==> src/rtl/midi_pkg.sv <==
// Shared MIDI constants, voice slot record and UART state encoding.
package midi_pkg;

  localparam logic [3:0] NOTE_OFF   = 4'h8;
  localparam logic [3:0] NOTE_ON    = 4'h9;
  localparam logic [3:0] CTRL       = 4'hB;
  localparam logic [3:0] PROG       = 4'hC;
  localparam logic [3:0] CHAN_PRESS = 4'hD;

  localparam logic [6:0] CC_SUSTAIN       = 7'd64;
  localparam logic [6:0] CC_ALL_NOTES_OFF = 7'd123;

  // Wide enough for an age saturating at 31 (NUM_VOICES up to 32)
  localparam int unsigned AGE_W = 5;

  typedef struct packed {
    logic             on;
    logic             sustained;
    logic [6:0]       note;
    logic [6:0]       vel;
    logic [AGE_W-1:0] age;
  } voice_t;

  typedef enum logic [1:0] {
    UART_IDLE,
    UART_START,
    UART_DATA,
    UART_STOP
  } uart_state_e;

  // Program change and channel pressure carry one data byte, the rest two
  function automatic logic is_one_data(input logic [3:0] kind);
    return (kind == PROG) || (kind == CHAN_PRESS);
  endfunction

endpackage

==> src/rtl/midi_uart_rx.sv <==
// MIDI serial input: 2-FF synchroniser plus 8N1 UART receiver.
module midi_uart_rx
  import midi_pkg::*;
#(
  parameter int unsigned INPUT_CLOCK_FREQ = 100_000_000,
  parameter int unsigned BAUD_RATE        = 31_250
) (
  input  logic       clk,
  input  logic       rst_n,
  input  logic       data_in,
  output logic [7:0] byte_data,
  output logic       byte_valid,
  output logic       frame_err
);

  localparam int unsigned BIT   = INPUT_CLOCK_FREQ / BAUD_RATE;
  localparam int unsigned HALF  = BIT / 2;
  localparam int unsigned CNT_W = $clog2(BIT + 1);

  logic [1:0]       sync_q;
  logic             rx;
  uart_state_e      state_q, state_d;
  logic [CNT_W-1:0] cnt_q, cnt_d;
  logic [2:0]       bit_idx_q, bit_idx_d;
  logic [7:0]       shift_q, shift_d;
  logic             valid_q, valid_d;
  logic             ferr_q, ferr_d;

  assign rx         = sync_q[1];
  assign byte_data  = shift_q;
  assign byte_valid = valid_q;
  assign frame_err  = ferr_q;

  // Synchronise the asynchronous line; idle level is high
  always_ff @(posedge clk or negedge rst_n) begin
    if (!rst_n) sync_q <= 2'b11;
    else        sync_q <= {sync_q[0], data_in};
  end

  // Receiver state and datapath registers
  always_ff @(posedge clk or negedge rst_n) begin
    if (!rst_n) begin
      state_q   <= UART_IDLE;
      cnt_q     <= '0;
      bit_idx_q <= '0;
      shift_q   <= '0;
      valid_q   <= 1'b0;
      ferr_q    <= 1'b0;
    end else begin
      state_q   <= state_d;
      cnt_q     <= cnt_d;
      bit_idx_q <= bit_idx_d;
      shift_q   <= shift_d;
      valid_q   <= valid_d;
      ferr_q    <= ferr_d;
    end
  end

  // Bit timing, start glitch rejection, LSB-first shift, stop check
  always_comb begin
    state_d   = state_q;
    cnt_d     = cnt_q;
    bit_idx_d = bit_idx_q;
    shift_d   = shift_q;
    valid_d   = 1'b0;
    ferr_d    = 1'b0;
    unique case (state_q)
      UART_IDLE: begin
        if (!rx) begin
          state_d = UART_START;
          cnt_d   = '0;
        end
      end
      UART_START: begin
        if (cnt_q == CNT_W'(HALF - 1)) begin
          cnt_d = '0;
          if (!rx) begin
            state_d   = UART_DATA;
            bit_idx_d = '0;
          end else begin
            state_d = UART_IDLE;
          end
        end else begin
          cnt_d = cnt_q + 1'b1;
        end
      end
      UART_DATA: begin
        if (cnt_q == CNT_W'(BIT - 1)) begin
          cnt_d   = '0;
          shift_d = {rx, shift_q[7:1]};
          if (bit_idx_q == 3'd7) state_d = UART_STOP;
          else                   bit_idx_d = bit_idx_q + 1'b1;
        end else begin
          cnt_d = cnt_q + 1'b1;
        end
      end
      UART_STOP: begin
        if (cnt_q == CNT_W'(BIT - 1)) begin
          cnt_d   = '0;
          state_d = UART_IDLE;
          if (rx) valid_d = 1'b1;
          else    ferr_d  = 1'b1;
        end else begin
          cnt_d = cnt_q + 1'b1;
        end
      end
      default: state_d = UART_IDLE;
    endcase
  end

endmodule

==> src/rtl/midi_poly_rx.sv <==
// MIDI receiver with running-status parser and polyphonic voice allocator.
module midi_poly_rx
  import midi_pkg::*;
#(
  parameter int unsigned INPUT_CLOCK_FREQ  = 100_000_000,
  parameter int unsigned BAUD_RATE         = 31_250,
  parameter int unsigned NUM_VOICES        = 8,
  parameter int unsigned VEL_WIDTH         = 3,
  parameter int unsigned CHANNEL_FILTER_EN = 0,
  parameter int unsigned MIDI_CHANNEL      = 0
) (
  input  logic                            clk,
  input  logic                            rst_n,
  input  logic                            data_in,
  output logic [NUM_VOICES-1:0]           on_out,
  output logic [NUM_VOICES*7-1:0]         note_out,
  output logic [NUM_VOICES*VEL_WIDTH-1:0] velocity_out,
  output logic                            sustain_out,
  output logic                            frame_err
);

  localparam int unsigned IDX_W = (NUM_VOICES > 1) ? $clog2(NUM_VOICES) : 1;
  localparam logic [AGE_W-1:0] AGE_MAX = AGE_W'(NUM_VOICES - 1);

  logic [7:0] byte_data;
  logic       byte_valid;

  midi_uart_rx #(
    .INPUT_CLOCK_FREQ(INPUT_CLOCK_FREQ),
    .BAUD_RATE       (BAUD_RATE)
  ) u_uart (
    .clk       (clk),
    .rst_n     (rst_n),
    .data_in   (data_in),
    .byte_data (byte_data),
    .byte_valid(byte_valid),
    .frame_err (frame_err)
  );

  logic [7:0] status_q, status_d;
  logic       status_vld_q, status_vld_d;
  logic [6:0] data0_q, data0_d;
  logic       idx_q, idx_d;
  logic       sustain_q, sustain_d;
  voice_t     voices_q [NUM_VOICES];
  voice_t     voices_d [NUM_VOICES];

  logic       chan_ok;
  logic       exec;
  logic [6:0] d0, d1;

  assign chan_ok = (CHANNEL_FILTER_EN == 0) || (status_q[3:0] == 4'(MIDI_CHANNEL));

  // Parser and voice state registers
  always_ff @(posedge clk or negedge rst_n) begin
    if (!rst_n) begin
      status_q     <= '0;
      status_vld_q <= 1'b0;
      data0_q      <= '0;
      idx_q        <= 1'b0;
      sustain_q    <= 1'b0;
      for (int i = 0; i < NUM_VOICES; i++) voices_q[i] <= '0;
    end else begin
      status_q     <= status_d;
      status_vld_q <= status_vld_d;
      data0_q      <= data0_d;
      idx_q        <= idx_d;
      sustain_q    <= sustain_d;
      for (int i = 0; i < NUM_VOICES; i++) voices_q[i] <= voices_d[i];
    end
  end

  // Byte classification, running status and message completion
  always_comb begin
    status_d     = status_q;
    status_vld_d = status_vld_q;
    data0_d      = data0_q;
    idx_d        = idx_q;
    exec         = 1'b0;
    d0           = '0;
    d1           = '0;
    if (byte_valid) begin
      if (byte_data[7]) begin
        if (byte_data < 8'hF0) begin
          status_d     = byte_data;
          status_vld_d = 1'b1;
          idx_d        = 1'b0;
        end else if (byte_data < 8'hF8) begin
          status_vld_d = 1'b0;
        end
      end else if (status_vld_q) begin
        if (is_one_data(status_q[7:4]) || idx_q) begin
          exec  = chan_ok;
          idx_d = 1'b0;
          d0    = is_one_data(status_q[7:4]) ? byte_data[6:0] : data0_q;
          d1    = byte_data[6:0];
        end else begin
          data0_d = byte_data[6:0];
          idx_d   = 1'b1;
        end
      end
    end
  end

  logic             do_on, do_off, do_sus, do_all_off;
  logic             hit, free;
  logic [IDX_W-1:0] hit_idx, free_idx, old_idx, chosen;
  logic [AGE_W-1:0] old_age;

  // Voice allocation: retrigger, lowest free, else steal oldest
  always_comb begin
    for (int i = 0; i < NUM_VOICES; i++) voices_d[i] = voices_q[i];
    sustain_d  = sustain_q;
    do_on      = exec && (status_q[7:4] == NOTE_ON) && (d1 != 7'd0);
    do_off     = exec && ((status_q[7:4] == NOTE_OFF) ||
                          ((status_q[7:4] == NOTE_ON) && (d1 == 7'd0)));
    do_sus     = exec && (status_q[7:4] == CTRL) && (d0 == CC_SUSTAIN);
    do_all_off = exec && (status_q[7:4] == CTRL) && (d0 == CC_ALL_NOTES_OFF);
    hit        = 1'b0;
    hit_idx    = '0;
    free       = 1'b0;
    free_idx   = '0;
    old_idx    = '0;
    old_age    = '0;

    for (int i = 0; i < NUM_VOICES; i++) begin
      if (voices_q[i].on && (voices_q[i].note == d0) && !hit) begin
        hit     = 1'b1;
        hit_idx = IDX_W'(i);
      end
      if (!voices_q[i].on && !free) begin
        free     = 1'b1;
        free_idx = IDX_W'(i);
      end
      if (voices_q[i].age > old_age) begin
        old_age = voices_q[i].age;
        old_idx = IDX_W'(i);
      end
    end
    chosen = hit ? hit_idx : (free ? free_idx : old_idx);

    if (do_on) begin
      for (int i = 0; i < NUM_VOICES; i++) begin
        if (IDX_W'(i) == chosen) begin
          voices_d[i].on        = 1'b1;
          voices_d[i].sustained = 1'b0;
          voices_d[i].note      = d0;
          voices_d[i].vel       = d1;
          voices_d[i].age       = '0;
        end else if (voices_q[i].on && (voices_q[i].age != AGE_MAX)) begin
          voices_d[i].age = voices_q[i].age + 1'b1;
        end
      end
    end

    if (do_off) begin
      for (int i = 0; i < NUM_VOICES; i++) begin
        if (voices_q[i].on && (voices_q[i].note == d0)) begin
          if (sustain_q) voices_d[i].sustained = 1'b1;
          else           voices_d[i].on        = 1'b0;
        end
      end
    end

    if (do_sus) begin
      sustain_d = d1[6];
      if (sustain_q && !d1[6]) begin
        for (int i = 0; i < NUM_VOICES; i++) begin
          if (voices_q[i].sustained) begin
            voices_d[i].on        = 1'b0;
            voices_d[i].sustained = 1'b0;
          end
        end
      end
    end

    if (do_all_off) begin
      for (int i = 0; i < NUM_VOICES; i++) begin
        voices_d[i].on        = 1'b0;
        voices_d[i].sustained = 1'b0;
      end
    end
  end

  // Flatten the voice registers onto the output buses
  always_comb begin
    on_out       = '0;
    note_out     = '0;
    velocity_out = '0;
    for (int i = 0; i < NUM_VOICES; i++) begin
      on_out[i]                           = voices_q[i].on;
      note_out[i*7 +: 7]                  = voices_q[i].note;
      velocity_out[i*VEL_WIDTH +: VEL_WIDTH] = voices_q[i].vel[6 -: VEL_WIDTH];
    end
    sustain_out = sustain_q;
  end

endmodule

==> config.mk <==
export PLATFORM = sky130hd
export DESIGN_NAME = midi_poly_rx
export DESIGN_NICKNAME = d
export VERILOG_FILES = /design/src/rtl/midi_pkg.sv /design/src/rtl/midi_uart_rx.sv /design/src/rtl/midi_poly_rx.sv
export SDC_FILE = /design/constraint.sdc
export NUM_CORES = 1
export LEC_CHECK = 0
export ABC_AREA = 1
export BUFFER_PORTS_ARGS = -buffer_cell sky130_fd_sc_hd__buf_2
export CAP_MARGIN = 5
export CORE_ASPECT_RATIO = 1.5
export CORE_UTILIZATION = 45
export CTS_CLUSTER_DIAMETER = 80
export DETAILED_ROUTE_END_ITERATION = 10
export GPL_TIMING_DRIVEN = 1
export PLACE_DENSITY = 0.7
export SYNTH_ARGS = -nofsm -noshare
export SYNTH_HDL_FRONTEND = slang
export SYNTH_HIERARCHICAL = 1
export SYNTH_SLANG_ARGS = --single-unit
==> constraint.sdc <==
create_clock -name clk -period 23.2 [get_ports clk]
set_input_delay 4.64 -clock clk [delete_from_list [all_inputs] [get_ports clk]]
set_output_delay 4.64 -clock clk [all_outputs]
set_load 0.02 [all_outputs]
# == Yosys cells after proc, flatten, opt, wreduce, memory -nomap -nowiden ==
# Cells that the tools add are included.
# op_classes
addsub,10
multipliers,0
div,0
order_cmp,10
n_eq_ne,44
shifts,0
n_mux,176
bitwise,2
n_reduce_logical,101
# ops
operator,count
168-bit 2-to-1 mux,1
16-bit 2-to-1 mux,8
5-bit 2-to-1 mux,23
2-bit 2-to-1 mux,54
3-bit 2-to-1 mux,24
7-bit 2-to-1 mux,9
7-bit equality test,8
1-bit 2-to-1 mux,51
"5-bit by 1-bit adder with 5-bit output, second input constant",8
"5-bit by 3-bit != test with 1-bit output, second input constant",8
1-bit logical AND,38
12-bit 2-to-1 mux,3
12-bit one-hot mux with 3 select lines,1
5-bit greater-than comparator,7
2-bit AND reduction,17
2-bit nonzero test,11
1-bit zero test,21
"4-bit equality test, second input constant",5
"8-bit less-than comparator, second input constant",2
"7-bit equality test, second input constant",2
"12-bit by 1-bit adder with 12-bit output, second input constant",1
"12-bit by 11-bit equality test with 1-bit output, second input constant",1
"12-bit equality test, second input constant",1
"3-bit equality test, first input constant",4
21 further kinds,35
# word_totals
ff_bits,215
latch_bits,0
ram_bits,0
rom_bits,0
memories,0

# == Depth between registers and ports, before layout ==
# depth
ltp_word,42
ltp_mapped,71
mapped_depth_nobuf,70

# == Modules after synthesis ==
# Netlist, hierarchy kept.
# by_module_without_submodules
module,n_inst,cells_each,area_per_inst_um2,seq_area_each_um2
midi_poly_rx,1,1321,9910.8,3753.6
midi_uart_rx,1,192,1557.7,728.2

# == Worst setup path after synthesis ==
# OpenSTA, ideal clock, no wires.
# synth_timing
path_kind,reg-to-reg
from,reg voices_q[147] (netlist name)
to,reg note_out[17] (netlist name)
setup_time_ns,0.132
arrival_ns,9.247
slack_ns,13.821
stages_incl_launch_ff,63
path_buffers,1
period_less_slack_ns,9.379
cell_sequence,dfrtp_1 > inv_1 > ha_1 > nand3_1 > nand2_1 > ha_1 > nand2_1 > nor2_1 > nand2_1 > nand3_1 > and2_0 > inv_1 > nand2_1 > o21ai_0 > ha_1 > nand4_1 > o211ai_1 > nand2_1 > [27 not listed] > o21ai_0 > ha_1 > inv_1 > o21bai_1 > a21oi_1 > o21ai_0 > o21ai_0 > nand2_1 > nor2_1 > nand2_1 > o21ai_0 > nand4_2 > nand2_4 > nor2_4 > nand3_4 > buf_2 > nand2_1 > o21ai_1
# synth_via
elab_chain_cells,20
# synth_lines
item,line_no,rtl
5-bit by 1-bit greater-than comparator with 1-bit output,midi_poly_rx.sv:135,if (voices_q[i].age > old_age) begin
5-bit 2-to-1 mux *,midi_poly_rx.sv:135,
5-bit greater-than comparator,midi_poly_rx.sv:135,
5-bit 2-to-1 mux,midi_poly_rx.sv:135,
5-bit greater-than comparator,midi_poly_rx.sv:135,
5-bit 2-to-1 mux,midi_poly_rx.sv:135,
5-bit greater-than comparator,midi_poly_rx.sv:135,
5-bit 2-to-1 mux,midi_poly_rx.sv:135,
[3 not listed],n/a,
5-bit 2-to-1 mux,midi_poly_rx.sv:135,
5-bit greater-than comparator,midi_poly_rx.sv:135,
5-bit 2-to-1 mux,midi_poly_rx.sv:135,
5-bit greater-than comparator,midi_poly_rx.sv:135,
3-bit 2-to-1 mux *,midi_poly_rx.sv:135,
3-bit 2-to-1 mux * (2 in a row),midi_poly_rx.sv:140,chosen = hit ? hit_idx : (free ? free_idx : old_idx);
2-bit by 3-bit equality test with 1-bit output *,midi_poly_rx.sv:144,if (IDX_W'(i) == chosen) begin
2-bit AND reduction (no source line) *,n/a,
# Mark *: on every way between the ends. The rest lies on a longest branch, timed or not.
# A chain may end at the register's enable or synchronous reset.

# == Worst setup path after layout ==
# layout_timing
from,reg voices_q[147] (netlist name)
to,reg voices_q[65] (netlist name)
# layout_via
elab_chain_cells,21
# layout_lines
item,line_no
5-bit by 1-bit greater-than comparator with 1-bit output,midi_poly_rx.sv:135
5-bit 2-to-1 mux *,midi_poly_rx.sv:135
5-bit greater-than comparator,midi_poly_rx.sv:135
5-bit 2-to-1 mux,midi_poly_rx.sv:135
5-bit greater-than comparator,midi_poly_rx.sv:135
5-bit 2-to-1 mux,midi_poly_rx.sv:135
5-bit greater-than comparator,midi_poly_rx.sv:135
5-bit 2-to-1 mux,midi_poly_rx.sv:135
[4 not listed],n/a
5-bit greater-than comparator,midi_poly_rx.sv:135
5-bit 2-to-1 mux,midi_poly_rx.sv:135
5-bit greater-than comparator,midi_poly_rx.sv:135
3-bit 2-to-1 mux *,midi_poly_rx.sv:135
3-bit 2-to-1 mux * (2 in a row),midi_poly_rx.sv:140
3-bit equality test *,midi_poly_rx.sv:144
2-bit nonzero test (no source line),n/a
2-bit AND reduction (no source line),n/a
# Marked as above.

==> qor.log <==
INFO  outcome        status=finished clean
INFO  power          worst_ir_drop_vdd=0.0545mV
INFO  drt            detail_route.first_pass.iterations=5
INFO  floorplan      initial_utilization=0.458
INFO  cts            post-cts-setup-buffers=0
INFO  sta            finalHoldViolations=0
INFO  global_routing antenna_found_initial=0
INFO  final_layout   areaGrowthSynthToFinish=5.43%
INFO  floorplan      core-area=0.0251sqmm
INFO  drt            detail_route.wl_per_cell=15.4um
INFO  critical_path  worst-r2r-cell-count=58
INFO  power          power_per_cell_area=50.2mW/mm^2
INFO  critical_path  reg2reg_to=voices_q[65]$_DFFE_PN0P_
INFO  cts            cts.hold.buffers_added=0
INFO  yosys          synth_warnings=6
INFO  critical_path  slowest_delay=0.52ns
INFO  sta            setup_viol=0
INFO  sta            grt_setup_unrepaired=false
INFO  sta            final.setup.tns=0ns
INFO  cts            inserted_clock_buffers=17
INFO  critical_path  required_time_of_the_critical_path=23.53ns
INFO  sta            timing.slew.headroom=0.254
INFO  placed_design  dpl.hpwl=20700um
INFO  floorplan      core.rowCount=71
INFO  cts            cts_max_level=4
INFO  drt            route.antenna.remaining_nets=0
INFO  critical_path  worstPathArrival=11.36ns
INFO  floorplan      io_pins=93
INFO  drt            detail_route.iter0.violations=569
INFO  global_routing grt_overflow=0
INFO  global_routing grt_start_max_net_pins=107
INFO  yosys          synth_fp_nets=1563
INFO  sta            final.period_utilization=0.475
INFO  global_routing global_route_wire_length_before_repair=46900um
INFO  yosys          netlist_top_cells_area=sky130_fd_sc_hd__dfrtp_1, sky130_fd_sc_hd__nand2_1, sky130_fd_sc_hd__buf_4
INFO  worst_hold_path holdPathEnd=u_uart/sync_q[1]$_DFF_PN1_
INFO  global_routing number_of_global_route_vias_before_repair=9221
INFO  critical_path  cp_common_cell=sky130_fd_sc_hd__nand2_1
INFO  yosys          synthCells=1513
INFO  run            maxCapViolations=0
INFO  placed_design  io_buffers=92
INFO  sta            fin_crit=11.02ns
INFO  global_routing grtUsageTotal=0.229
INFO  critical_path  crit_path_top_delay_cell=sky130_fd_sc_hd__o311ai_0
INFO  sta            finalWorstSetupSlack=12.18ns
INFO  final_layout   fin_nets=1555
INFO  yosys          synth_top_area_share=0.386
INFO  cts            cts.root.buffer_cell=sky130_fd_sc_hd__clkbuf_16
INFO  yosys          ys_async_sr_fraction=1.00
INFO  yosys          synthDominantAreaCellType=sky130_fd_sc_hd__dfrtp_1
INFO  critical_path  critPathCaptureType=register
INFO  sta            max_freq=90.7MHz
INFO  cts            postCtsResizedCells=0
INFO  cts            tritoncts=yes
INFO  yosys          yosysSeqAreaShare=0.391
INFO  sta            max_slew_violations=0
INFO  worst_hold_path holdCritStartpoint=u_uart/sync_q[0]$_DFF_PN1_
INFO  final_layout   drive_above_1_share=0.135
INFO  worst_hold_path timing.hold.worst_path_depth=0
INFO  power          p_leak=6.33nW
INFO  placed_design  pre_cts_slack=12.36ns
INFO  final_layout   antenna_cells=0
INFO  drt            final_wl=28500um
INFO  sta            tightestPinTransition=1.11ns
INFO  floorplan      die_height=198um
INFO  drt            post_drt_via_cell_ratio=5.26
INFO  drt            drc=0
INFO  critical_path  worstSetupStartpointType=register
INFO  yosys          synth-edff-count=0
INFO  worst_hold_path min-delay-path-class=reg -> reg
INFO  placed_design  routabilityCongestion=0.884
INFO  sta            fin_worst_skew=0.0156ns
INFO  floorplan      floorplan.die.width=132um
INFO  critical_path  cp_max_fo=25
INFO  yosys          yosysUniqueCellTypes=53
INFO  yosys          ys.flop_type=sky130_fd_sc_hd__dfrtp_1
INFO  critical_path  reg2reg_slack=12.18ns
INFO  cts            clk_pin_slew_worst_paths=0.08ns
INFO  yosys          syn-cell-area=0.0115sqmm
INFO  cts            cts.sink_count=179
INFO  floorplan      floorplan.die_area=0.0261sqmm
INFO  cts            buffers_from_clock_root_to_sink_at_most=2
INFO  yosys          synth_area_per_cell=7.58squm
INFO  critical_path  reg2reg_from=voices_q[147]$_DFFE_PN0P_
INFO  yosys          ys_seq_elements=179
INFO  drt            dr_total_vias=9711
INFO  cts            clock_latency_on_the_worst_skew_pair=0.45ns
INFO  critical_path  criticalPathCategory=reg -> reg
power by group:
part	total (mW)	internal, mW	leakage, nW	switching [mW]
Combinational	0.00651	0.000387	3.56	0.00612
Sequential	0.312	0.312	2.48	0.000177
Clock	0.288	0.144	0.285	0.144
Total	0.607	0.457	6.33	0.150
synthesized netlist by cell type (3+ instances only):
library cell,count
sky130_fd_sc_hd__o31ai_1,5
sky130_fd_sc_hd__clkbuf_1,3
sky130_fd_sc_hd__nand3_1,79
sky130_fd_sc_hd__a21oi_1,47
sky130_fd_sc_hd__buf_4,98
sky130_fd_sc_hd__o21ai_1,83
sky130_fd_sc_hd__nand2_4,7
sky130_fd_sc_hd__a31oi_1,5
sky130_fd_sc_hd__nand3_2,3
sky130_fd_sc_hd__o21ai_2,10
sky130_fd_sc_hd__nand2_1,426
sky130_fd_sc_hd__nor2_2,5
sky130_fd_sc_hd__o21ai_0,64
sky130_fd_sc_hd__nand3b_1,13
sky130_fd_sc_hd__nand3_4,4
sky130_fd_sc_hd__inv_2,9
sky130_fd_sc_hd__nor4_1,3
sky130_fd_sc_hd__or2_2,10
sky130_fd_sc_hd__o21bai_1,6
sky130_fd_sc_hd__inv_1,162
sky130_fd_sc_hd__nand4_1,43
sky130_fd_sc_hd__nand2_2,9
sky130_fd_sc_hd__nor3_1,11
sky130_fd_sc_hd__xor2_1,12
sky130_fd_sc_hd__o311ai_0,3
sky130_fd_sc_hd__buf_2,18
sky130_fd_sc_hd__nor2_1,106
sky130_fd_sc_hd__o211ai_1,4
sky130_fd_sc_hd__xnor2_1,4
sky130_fd_sc_hd__dfrtp_1,177
sky130_fd_sc_hd__ha_1,47
sky130_fd_sc_hd__nand4_4,4
cells by family after synthesis:
| logic type | count (synthesis) | synth area share |
|---|---|---|
| buffers and inverters | 295 | 0.132 |
| xor gates and xnor gates | 16 | 0.0122 |
| muxes | 2 | 0.00196 |
| and+or+nand+nor | 737 | 0.296 |
| DFF | 179 | 0.391 |
| adders and majority gates | 47 | 0.0513 |
| AOI/OAI and AO/OA | 237 | 0.115 |
cell usage in the layout, fill, tap and decap left out, drive strengths merged:
| master | n |
|---|---|
| a21o | 2 |
| a21oi | 48 |
| a31o | 2 |
| a31oi | 5 |
| a41oi | 2 |
| and2 | 1 |
| and3 | 1 |
| buf | 95 |
| clkbuf | 17 |
| clkinv | 7 |
| clkinvlp | 1 |
| dfrtp | 177 |
| dfstp | 2 |
| ha | 47 |
| inv | 180 |
| mux2 | 2 |
| nand2 | 442 |
| nand3 | 86 |
| nand3b | 13 |
| nand4 | 49 |
| nor2 | 115 |
| nor3 | 13 |
| nor4 | 3 |
| o211ai | 4 |
| o21ai | 157 |
| o21bai | 6 |
| o22ai | 3 |
| o311ai | 3 |
| o31ai | 5 |
| or2 | 14 |
| xnor2 | 4 |
| xor2 | 12 |
worst max-delay path by stage:
stage	cells after the start	end	slack (ns)	start
final	58	voices_q[65]$_DFFE_PN0P_	12.18	voices_q[147]$_DFFE_PN0P_
after global routing	58	voices_q[147]$_DFFE_PN0P_	10.93	voices_q[147]$_DFFE_PN0P_
after CTS	62	velocity_out[21]$_DFFE_PN0P_	12.26	voices_q[147]$_DFFE_PN0P_
after detailed placement	62	velocity_out[21]$_DFFE_PN0P_	12.36	voices_q[147]$_DFFE_PN0P_
after global placement	62	voices_q[2]$_DFFE_PN0P_	12.84	voices_q[147]$_DFFE_PN0P_
after floorplan	62	note_out[17]$_DFFE_PN0P_	13.82	voices_q[147]$_DFFE_PN0P_
metrics by stage:
step	instances	util	instance area, sq um	power [mW]	hold slack (ns)
after global routing	1846	0.483	12100	0.627	0.365
after CTS	1846	0.483	12100	0.613	0.363
after floorplan	1513	-	11500	0.319	0.345
after detailed placement	1814	0.459	11500	0.325	0.352
final	1846	0.483	12100	0.607	0.363
after global placement	1814	0.459	11500	0.325	0.354
state kept, by name (all words and copies together), names as in the netlist, named ones only:
| name | count |
|---|---|
| data0_q | 7 |
| idx_q | 1 |
| note_out | 56 |
| on_out | 8 |
| status_q | 4 |
| status_vld_q | 1 |
| sustain_out | 1 |
| u_uart/bit_idx_q | 3 |
| u_uart/byte_data | 8 |
| u_uart/byte_valid | 1 |
| u_uart/cnt_q | 12 |
| u_uart/frame_err | 1 |
| u_uart/state_q | 1 |
| u_uart/sync_q | 2 |
| velocity_out | 24 |
| voices_q | 48 |
critical path: cells and delay by family, from the launching register on:
kind | cells | cell delay [ns]
flops | 1 | 0.38
simple gates | 30 | 4.42
fa+ha+maj | 8 | 2.25
compound gates | 16 | 3.33
buf+inv | 4 | 0.51
layer usage:
metal,GRT usage,vias to the layer above,share of wire
li1,-,4839,-
met1,0.274,4542,0.42
met2,0.403,270,0.50
met3,0.0364,60,0.050
met4,0.100,0,0.035
met5,0,-,0
area by class of cell:
| cell class | count | area [sq um] |
|---|---|---|
| timing repair buffer | 95 | 489 |
| fill | 2481 | 13000 |
| inverter | 173 | 654 |
| multi-input combinational | 1039 | 5470 |
| clock buffer | 17 | 425 |
| tap | 328 | 410 |
| sequential | 179 | 4480 |
| clock inverter | 15 | 161 |
(Power assumes the default switching activity.)
